File: src/rtl/pipeline_hazard_ctrl_if.sv
// Hazard-control bundle between the pipeline datapath and the hazard sequencer.
// master = datapath side (reports decode/execute contents), slave = sequencer.
interface pipeline_hazard_ctrl_if;
  logic [4:0]  d_rs;
  logic [4:0]  d_rt;
  logic        d_uses_rs;
  logic        d_uses_rt;
  logic [4:0]  x_opcode;
  logic [4:0]  x_aluop;
  logic [4:0]  x_rd;
  logic        branch_taken;
  logic        md_ready;
  logic        fetch_enable;
  logic        decode_enable;
  logic        decode_clr;
  logic        execute_enable;
  logic        execute_clr;
  logic        md_start;
  logic        md_busy;
  logic        md_error;
  logic [15:0] stall_cycles;

  modport master (
    output d_rs, d_rt, d_uses_rs, d_uses_rt, x_opcode, x_aluop, x_rd,
           branch_taken, md_ready,
    input  fetch_enable, decode_enable, decode_clr, execute_enable,
           execute_clr, md_start, md_busy, md_error, stall_cycles
  );

  modport slave (
    input  d_rs, d_rt, d_uses_rs, d_uses_rt, x_opcode, x_aluop, x_rd,
           branch_taken, md_ready,
    output fetch_enable, decode_enable, decode_clr, execute_enable,
           execute_clr, md_start, md_busy, md_error, stall_cycles
  );
endinterface

File: src/rtl/pipeline_hazard_ctrl.sv
// Fetch/decode/execute latch sequencer: load-use stall, taken-branch squash and
// multi-cycle mul/div hold with timeout, plus a saturating stall-cycle counter.
module pipeline_hazard_ctrl #(
  parameter logic [4:0] OP_ALU     = 5'b00000,
  parameter logic [4:0] OP_LW      = 5'b01000,
  parameter logic [4:0] ALUOP_MUL  = 5'b00110,
  parameter logic [4:0] ALUOP_DIV  = 5'b00111,
  parameter int         MD_TIMEOUT = 64
) (
  input  logic clk,
  input  logic ctrl_reset_n,
  pipeline_hazard_ctrl_if.slave hz
);

  localparam int CNT_W = (MD_TIMEOUT > 2) ? $clog2(MD_TIMEOUT) : 1;
  localparam logic [CNT_W-1:0] CNT_LAST = CNT_W'(MD_TIMEOUT - 1);

  typedef enum logic [0:0] {RUN, MD_WAIT} state_e;

  state_e           state_q, state_d;
  logic [CNT_W-1:0] md_cnt_q, md_cnt_d;
  logic             md_err_q, md_err_d;
  logic [15:0]      stall_q, stall_d;

  logic x_is_md, load_use;
  logic fetch_en, dec_en, dec_clr, exe_en, exe_clr, start, busy;

  assign x_is_md  = (hz.x_opcode == OP_ALU) &&
                    ((hz.x_aluop == ALUOP_MUL) || (hz.x_aluop == ALUOP_DIV));
  // r0 is hardwired zero, so a load targeting it never creates a dependency.
  assign load_use = (hz.x_opcode == OP_LW) && (hz.x_rd != 5'd0) &&
                    ((hz.d_uses_rs && (hz.d_rs == hz.x_rd)) ||
                     (hz.d_uses_rt && (hz.d_rt == hz.x_rd)));

  always_comb begin
    state_d  = state_q;
    md_cnt_d = md_cnt_q;
    md_err_d = md_err_q;
    fetch_en = 1'b0;
    dec_en   = 1'b0;
    dec_clr  = 1'b0;
    exe_en   = 1'b0;
    exe_clr  = 1'b0;
    start    = 1'b0;
    busy     = 1'b0;
    case (state_q)
      RUN: begin
        if (hz.branch_taken) begin
          fetch_en = 1'b1;
          dec_en   = 1'b1;
          dec_clr  = 1'b1;
          exe_en   = 1'b1;
          exe_clr  = 1'b1;
        end else if (x_is_md) begin
          start    = 1'b1;
          state_d  = MD_WAIT;
          md_cnt_d = '0;
        end else if (load_use) begin
          // Bubble into execute while fetch/decode hold the dependent instr.
          exe_en   = 1'b1;
          exe_clr  = 1'b1;
        end else begin
          fetch_en = 1'b1;
          dec_en   = 1'b1;
          exe_en   = 1'b1;
        end
      end
      MD_WAIT: begin
        busy     = 1'b1;
        md_cnt_d = md_cnt_q + 1'b1;
        if (hz.md_ready || (md_cnt_q == CNT_LAST)) begin
          fetch_en = 1'b1;
          dec_en   = 1'b1;
          exe_en   = 1'b1;
          state_d  = RUN;
          if (!hz.md_ready) md_err_d = 1'b1;
        end
      end
      default: state_d = RUN;
    endcase

    if (!ctrl_reset_n) begin
      fetch_en = 1'b0;
      dec_en   = 1'b0;
      dec_clr  = 1'b1;
      exe_en   = 1'b0;
      exe_clr  = 1'b1;
      start    = 1'b0;
      busy     = 1'b0;
    end

    stall_d = stall_q;
    if (!dec_en && (stall_q != 16'hFFFF)) stall_d = stall_q + 16'd1;
  end

  always_ff @(posedge clk) begin
    if (!ctrl_reset_n) begin
      state_q  <= RUN;
      md_cnt_q <= '0;
      md_err_q <= 1'b0;
      stall_q  <= 16'd0;
    end else begin
      state_q  <= state_d;
      md_cnt_q <= md_cnt_d;
      md_err_q <= md_err_d;
      stall_q  <= stall_d;
    end
  end

  assign hz.fetch_enable   = fetch_en;
  assign hz.decode_enable  = dec_en;
  assign hz.decode_clr     = dec_clr;
  assign hz.execute_enable = exe_en;
  assign hz.execute_clr    = exe_clr;
  assign hz.md_start       = start;
  assign hz.md_busy        = busy;
  assign hz.md_error       = md_err_q;
  assign hz.stall_cycles   = stall_q;

endmodule

File: src/flat_wrapper.sv
// flat-port wrapper written by rule: the top's interface ports become plain ports
module pipeline_hazard_ctrl_flat 
#(
  parameter logic [4:0] OP_ALU     = 5'b00000,
  parameter logic [4:0] OP_LW      = 5'b01000,
  parameter logic [4:0] ALUOP_MUL  = 5'b00110,
  parameter logic [4:0] ALUOP_DIV  = 5'b00111,
  parameter int         MD_TIMEOUT = 64
)
  (clk, ctrl_reset_n, hz_d_rs, hz_d_rt, hz_d_uses_rs, hz_d_uses_rt, hz_x_opcode, hz_x_aluop, hz_x_rd, hz_branch_taken, hz_md_ready, hz_fetch_enable, hz_decode_enable, hz_decode_clr, hz_execute_enable, hz_execute_clr, hz_md_start, hz_md_busy, hz_md_error, hz_stall_cycles);
  pipeline_hazard_ctrl_if hz_i ();
  input  logic clk;
  input  logic ctrl_reset_n;
  input wire logic [$bits(hz_i.d_rs)-1:0] hz_d_rs;
  input wire logic [$bits(hz_i.d_rt)-1:0] hz_d_rt;
  input wire logic [$bits(hz_i.d_uses_rs)-1:0] hz_d_uses_rs;
  input wire logic [$bits(hz_i.d_uses_rt)-1:0] hz_d_uses_rt;
  input wire logic [$bits(hz_i.x_opcode)-1:0] hz_x_opcode;
  input wire logic [$bits(hz_i.x_aluop)-1:0] hz_x_aluop;
  input wire logic [$bits(hz_i.x_rd)-1:0] hz_x_rd;
  input wire logic [$bits(hz_i.branch_taken)-1:0] hz_branch_taken;
  input wire logic [$bits(hz_i.md_ready)-1:0] hz_md_ready;
  output wire logic [$bits(hz_i.fetch_enable)-1:0] hz_fetch_enable;
  output wire logic [$bits(hz_i.decode_enable)-1:0] hz_decode_enable;
  output wire logic [$bits(hz_i.decode_clr)-1:0] hz_decode_clr;
  output wire logic [$bits(hz_i.execute_enable)-1:0] hz_execute_enable;
  output wire logic [$bits(hz_i.execute_clr)-1:0] hz_execute_clr;
  output wire logic [$bits(hz_i.md_start)-1:0] hz_md_start;
  output wire logic [$bits(hz_i.md_busy)-1:0] hz_md_busy;
  output wire logic [$bits(hz_i.md_error)-1:0] hz_md_error;
  output wire logic [$bits(hz_i.stall_cycles)-1:0] hz_stall_cycles;
  assign hz_i.d_rs = hz_d_rs;
  assign hz_i.d_rt = hz_d_rt;
  assign hz_i.d_uses_rs = hz_d_uses_rs;
  assign hz_i.d_uses_rt = hz_d_uses_rt;
  assign hz_i.x_opcode = hz_x_opcode;
  assign hz_i.x_aluop = hz_x_aluop;
  assign hz_i.x_rd = hz_x_rd;
  assign hz_i.branch_taken = hz_branch_taken;
  assign hz_i.md_ready = hz_md_ready;
  assign hz_fetch_enable = hz_i.fetch_enable;
  assign hz_decode_enable = hz_i.decode_enable;
  assign hz_decode_clr = hz_i.decode_clr;
  assign hz_execute_enable = hz_i.execute_enable;
  assign hz_execute_clr = hz_i.execute_clr;
  assign hz_md_start = hz_i.md_start;
  assign hz_md_busy = hz_i.md_busy;
  assign hz_md_error = hz_i.md_error;
  assign hz_stall_cycles = hz_i.stall_cycles;
  pipeline_hazard_ctrl #(.OP_ALU(OP_ALU), .OP_LW(OP_LW), .ALUOP_MUL(ALUOP_MUL), .ALUOP_DIV(ALUOP_DIV), .MD_TIMEOUT(MD_TIMEOUT)) u_core (.clk(clk), .ctrl_reset_n(ctrl_reset_n), .hz(hz_i));
endmodule
File: config.mk
export PLATFORM = sky130hd
export DESIGN_NAME = pipeline_hazard_ctrl_flat
export DESIGN_NICKNAME = d
export VERILOG_FILES = /design/src/rtl/pipeline_hazard_ctrl_if.sv /design/src/rtl/pipeline_hazard_ctrl.sv /design/src/flat_wrapper.sv
export SDC_FILE = /design/constraint.sdc
export NUM_CORES = 1
export LEC_CHECK = 0
export BUFFER_PORTS_ARGS = -buffer_cell sky130_fd_sc_hd__clkbuf_2
export CAP_MARGIN = 20
export CORE_AREA = 2 2 59 61
export DETAILED_ROUTE_END_ITERATION = 7
export DIE_AREA = 0 0 61 63
export PLACE_DENSITY = 0.75
export SYNTH_ARGS = -nofsm -noshare
export SYNTH_HDL_FRONTEND = slang
export SYNTH_SLANG_ARGS = --single-unit
File: constraint.sdc
create_clock -name clk -period 3.3 [get_ports clk]
set_clock_uncertainty 0.2 [all_clocks]
set_input_delay 0.165 -clock clk [delete_from_list [all_inputs] [get_ports clk]]
set_output_delay 0.165 -clock clk [all_outputs]
set_load 0.03 [all_outputs]
==> metrics.md <==
| Metric | Value |
|---|---|
| Post-synthesis area per instance | 8.56 um2 |
| Clk pwr share | 29.1% |
| Syn-to-layout area delta | 22.4% |
| Ant diodes | 0 |
| Cell chain of the critical path | ha_1 -> nand3_1 -> or2_2 -> a221oi_1 -> o31ai_4 -> inv_2 -> clkbuf_2 |
| Initial antenna violation count | 0 |
| Slew @ Worst Pin | 0.513 ns |
| Post_cts resized | 0 |
| Hold WC Path Type | in2reg |
| Setup TNS | 0 ns |
| Synth top area share | 33.0% |
| Routed WL | 3170 um |
| Largest net degree at the start of global routing | 28 |
| Top cells by area, synth | dfxtp_1, a21oi_1, xor2_1 |
| Synth cell count leaders | dfxtp_1, a21oi_1, nand2_1, nand3_1, or4_1 |
| Slew Limit Fails | 0 |
| Drc violations | 0 |
| I/O Pins | 55 |
| Synth Net Count | approximately 200 |
| Net Sw Power | ~0.13 mW |
| Worst R2R Start | u_core.md_cnt_q[0] |
| YS warnings | 0 |
| Vias | around 1,500 |
| Clock root buffer | clkbuf_4 |
| Min Tclk post-route | between 3 and 4 ns |
| Vias in the first global route | ~1,300 |
| Synthesized instance count | 170 |
| CP Launch Point | u_core.md_cnt_q[0] |
| Comb power frac | between 10 and 15% |
| Seq/Total Area, Yosys | 33.0% |
| Async S/R FF share, synth | 0% |
| Pwr dens | ~290 nW/um2 |
| Wire length of the first global-routing pass | roughly 5300 um |
| Critical Path End Type | output pin |
| Hold Vio Cnt, Final | 0 |
| Site Rows | 21 |
| Total congestion overflow | 0 |
| Cts bufs inserted | 3 |
| CP max stage cell | a221oi_1 |
| Fin nets | 255 |
| Syn Std Cell Area | 1460 um2 |
| H-tree levels | 1 |
| DR vias/cell | approximately 5.5 |
| Clock Sinks | 24 |
| Fin util | between 50% and 60% |
| IO buf count | 53 |
| Critical Path RT | ~2.9 ns |
| Setup bufs post-CTS | 0 |
| RSZ-0062 raised after global routing | false |
| Lkg Pwr | just over 0.7 nW |
| Initial core utilization | between 40% and 50% |
| Number of synthesized flops with an enable pin | 0 |
| Top-count cell post-synth | dfxtp_1 |
| Worst-path fanout max | 27 |
| Yosys top cell by area | dfxtp_1 |
| Worst skew pair latency | slightly above 0.3 ns |
| Status | completed |
| Number of hold buffers added after cts | 0 |
| Crit Path Class | reg2out |
| Clock Pin Slew Worst Setup and Hold Paths | 0.12 ns |
| Internal power | between 0.3 and 0.4 mW |
| GP Congestion | 0.775 |
| Worst slew margin | roughly 66% |
| Wire per inst | around 12 um |
| CTS tree | done |
| CTS Buffer Depth | 2 |
| Share of cells above drive strength 1 | roughly 30% |
| Die ar. | approximately 3800 um2 |
| DR pass1 iterations | 4 |
| Flop pwr share | between 50% and 60% |
| Post-DRT Antenna Nets | 0 |
| Final period util | 91.0% |
| Initial drt markers | 64 |
| Worst path arrival time | around 2.6 ns |
| CP Launch Type | register |
| Max incr delay on CP | 0.50 ns |
| DP Wirelength | 2480 um |
| F_max | ~330 MHz |
| Max-capacitance violation count | 0 |
| Switching Fraction | between 20% and 30% |
| Synth cell types | slightly below 50 |
| DIE WIDTH | between 60 and 70 um |
| Hold Path Origin | ctrl_reset_n |
| Core Area | 3230 um2 |
| Setup Viol. Count Final | 0 |
| Die H | 63 um |
| Seq cells post-synth | 24 |
| Top_reg_cell synth | dfxtp_1 |
| Peak supply drop | 0.120 mV |
| Gr usage total | between 10% and 20% |
metal layers:
| metal | part of all wire [%] | track usage, % | vias to the layer above |
|---|---|---|---|
| li1 | - | - | 750 |
| met1 | 44 | 21.7 | 662 |
| met2 | 47 | 29.2 | 49 |
| met3 | 7.4 | 4.35 | 4 |
| met4 | 0.92 | 4.89 | 0 |
| met5 | 0 | 0 | - |
registers in the layout (all words and copies together) (netlist names):
signal / count
u_core.md_cnt_q: 6
u_core.state_q: 1
u_core.hz.md_error: 1
u_core.hz.stall_cycles: 16
placed cells by master, fill, tap and decap left out, types with 4 or more instances in the layout:
| master | synthesis | final |
|---|---|---|
| xor2_1 | 8 | 8 |
| nand2b_1 | 5 | 5 |
| a21oi_1 | 14 | 14 |
| nand3_1 | 12 | 12 |
| nor3_1 | 4 | 4 |
| o21ai_0 | 6 | 6 |
| dfxtp_1 | 24 | 24 |
| or4_1 | 9 | 9 |
| clkbuf_2 | 0 | 53 |
| mux2i_1 | 4 | 4 |
| nor2b_1 | 4 | 4 |
| nand4_1 | 4 | 4 |
| nand2_1 | 12 | 12 |
| o31ai_1 | 8 | 8 |
cell type report:
| type | instances | area, um2 |
|---|---|---|
| Multi-Input combinational cell | 133 | 905 |
| Clock buffer | 4 | 36.3 |
| Inverter | 4 | 15.0 |
| Tap cell | 46 | 57.6 |
| Fill cell | 328 | 1450 |
| Timing Repair Buffer | 56 | 288 |
| Sequential cell | 24 | 480 |
through the flow:
stage / cell area, um2 / worst slack, ns / hold WS [ns] / cells / total power, mW
after global routing: 1780 / 0.0779 / 0.0350 / 267 / 0.545
after detailed placement: 1750 / 0.591 / 0.257 / 263 / 0.374
final: 1780 / 0.298 / 0.0293 / 267 / 0.516
after CTS: 1780 / 0.274 / 0.0140 / 267 / 0.527
after global placement: 1750 / 0.679 / 0.250 / 263 / 0.372
after floorplan: 1460 / 0.138 / 0.117 / 170 / 0.343
path summary, 6_finish.rpt:
path,to,slack (ns),depth (start not counted)
max,hz_fetch_enable,0.30,7
min,u_core.hz.md_error,0.03,2
max reg2reg,u_core.hz.stall_cycles[12],0.58,8
min reg2reg,u_core.md_cnt_q[5],0.29,1
power by group through the flow:
stage | sequential [mW] | clock, mW | combinational (mW)
floorplan | 0.303 | 0 | 0.0394
global placement | 0.300 | 0 | 0.0719
detailed placement | 0.300 | 0 | 0.0735
CTS | 0.294 | 0.160 | 0.0734
global route | 0.294 | 0.171 | 0.0800
finish | 0.294 | 0.151 | 0.0724
kinds of logic after synthesis:
kind of cell / share of synthesized area [%]
AO/OA/AOI/OAI: 20.4
XOR/XNOR: 6.02
adder cells (fa/ha/maj): 1.72
buffers and inverters: 4.81
flip-flops: 33.0
multiplexers: 2.75
AND/OR/NAND/NOR: 31.3
worst max-delay path, delay by kind of cell (launching register included):
kind	cells	cell delay [ns]
and+or+nand+nor	2	0.39
adders and majority gates	1	0.25
AOI/OAI and AO/OA	2	0.69
buffers and inverters	2	0.61
DFF	1	0.39
Note: power is estimated with default switching activity, not from simulation.
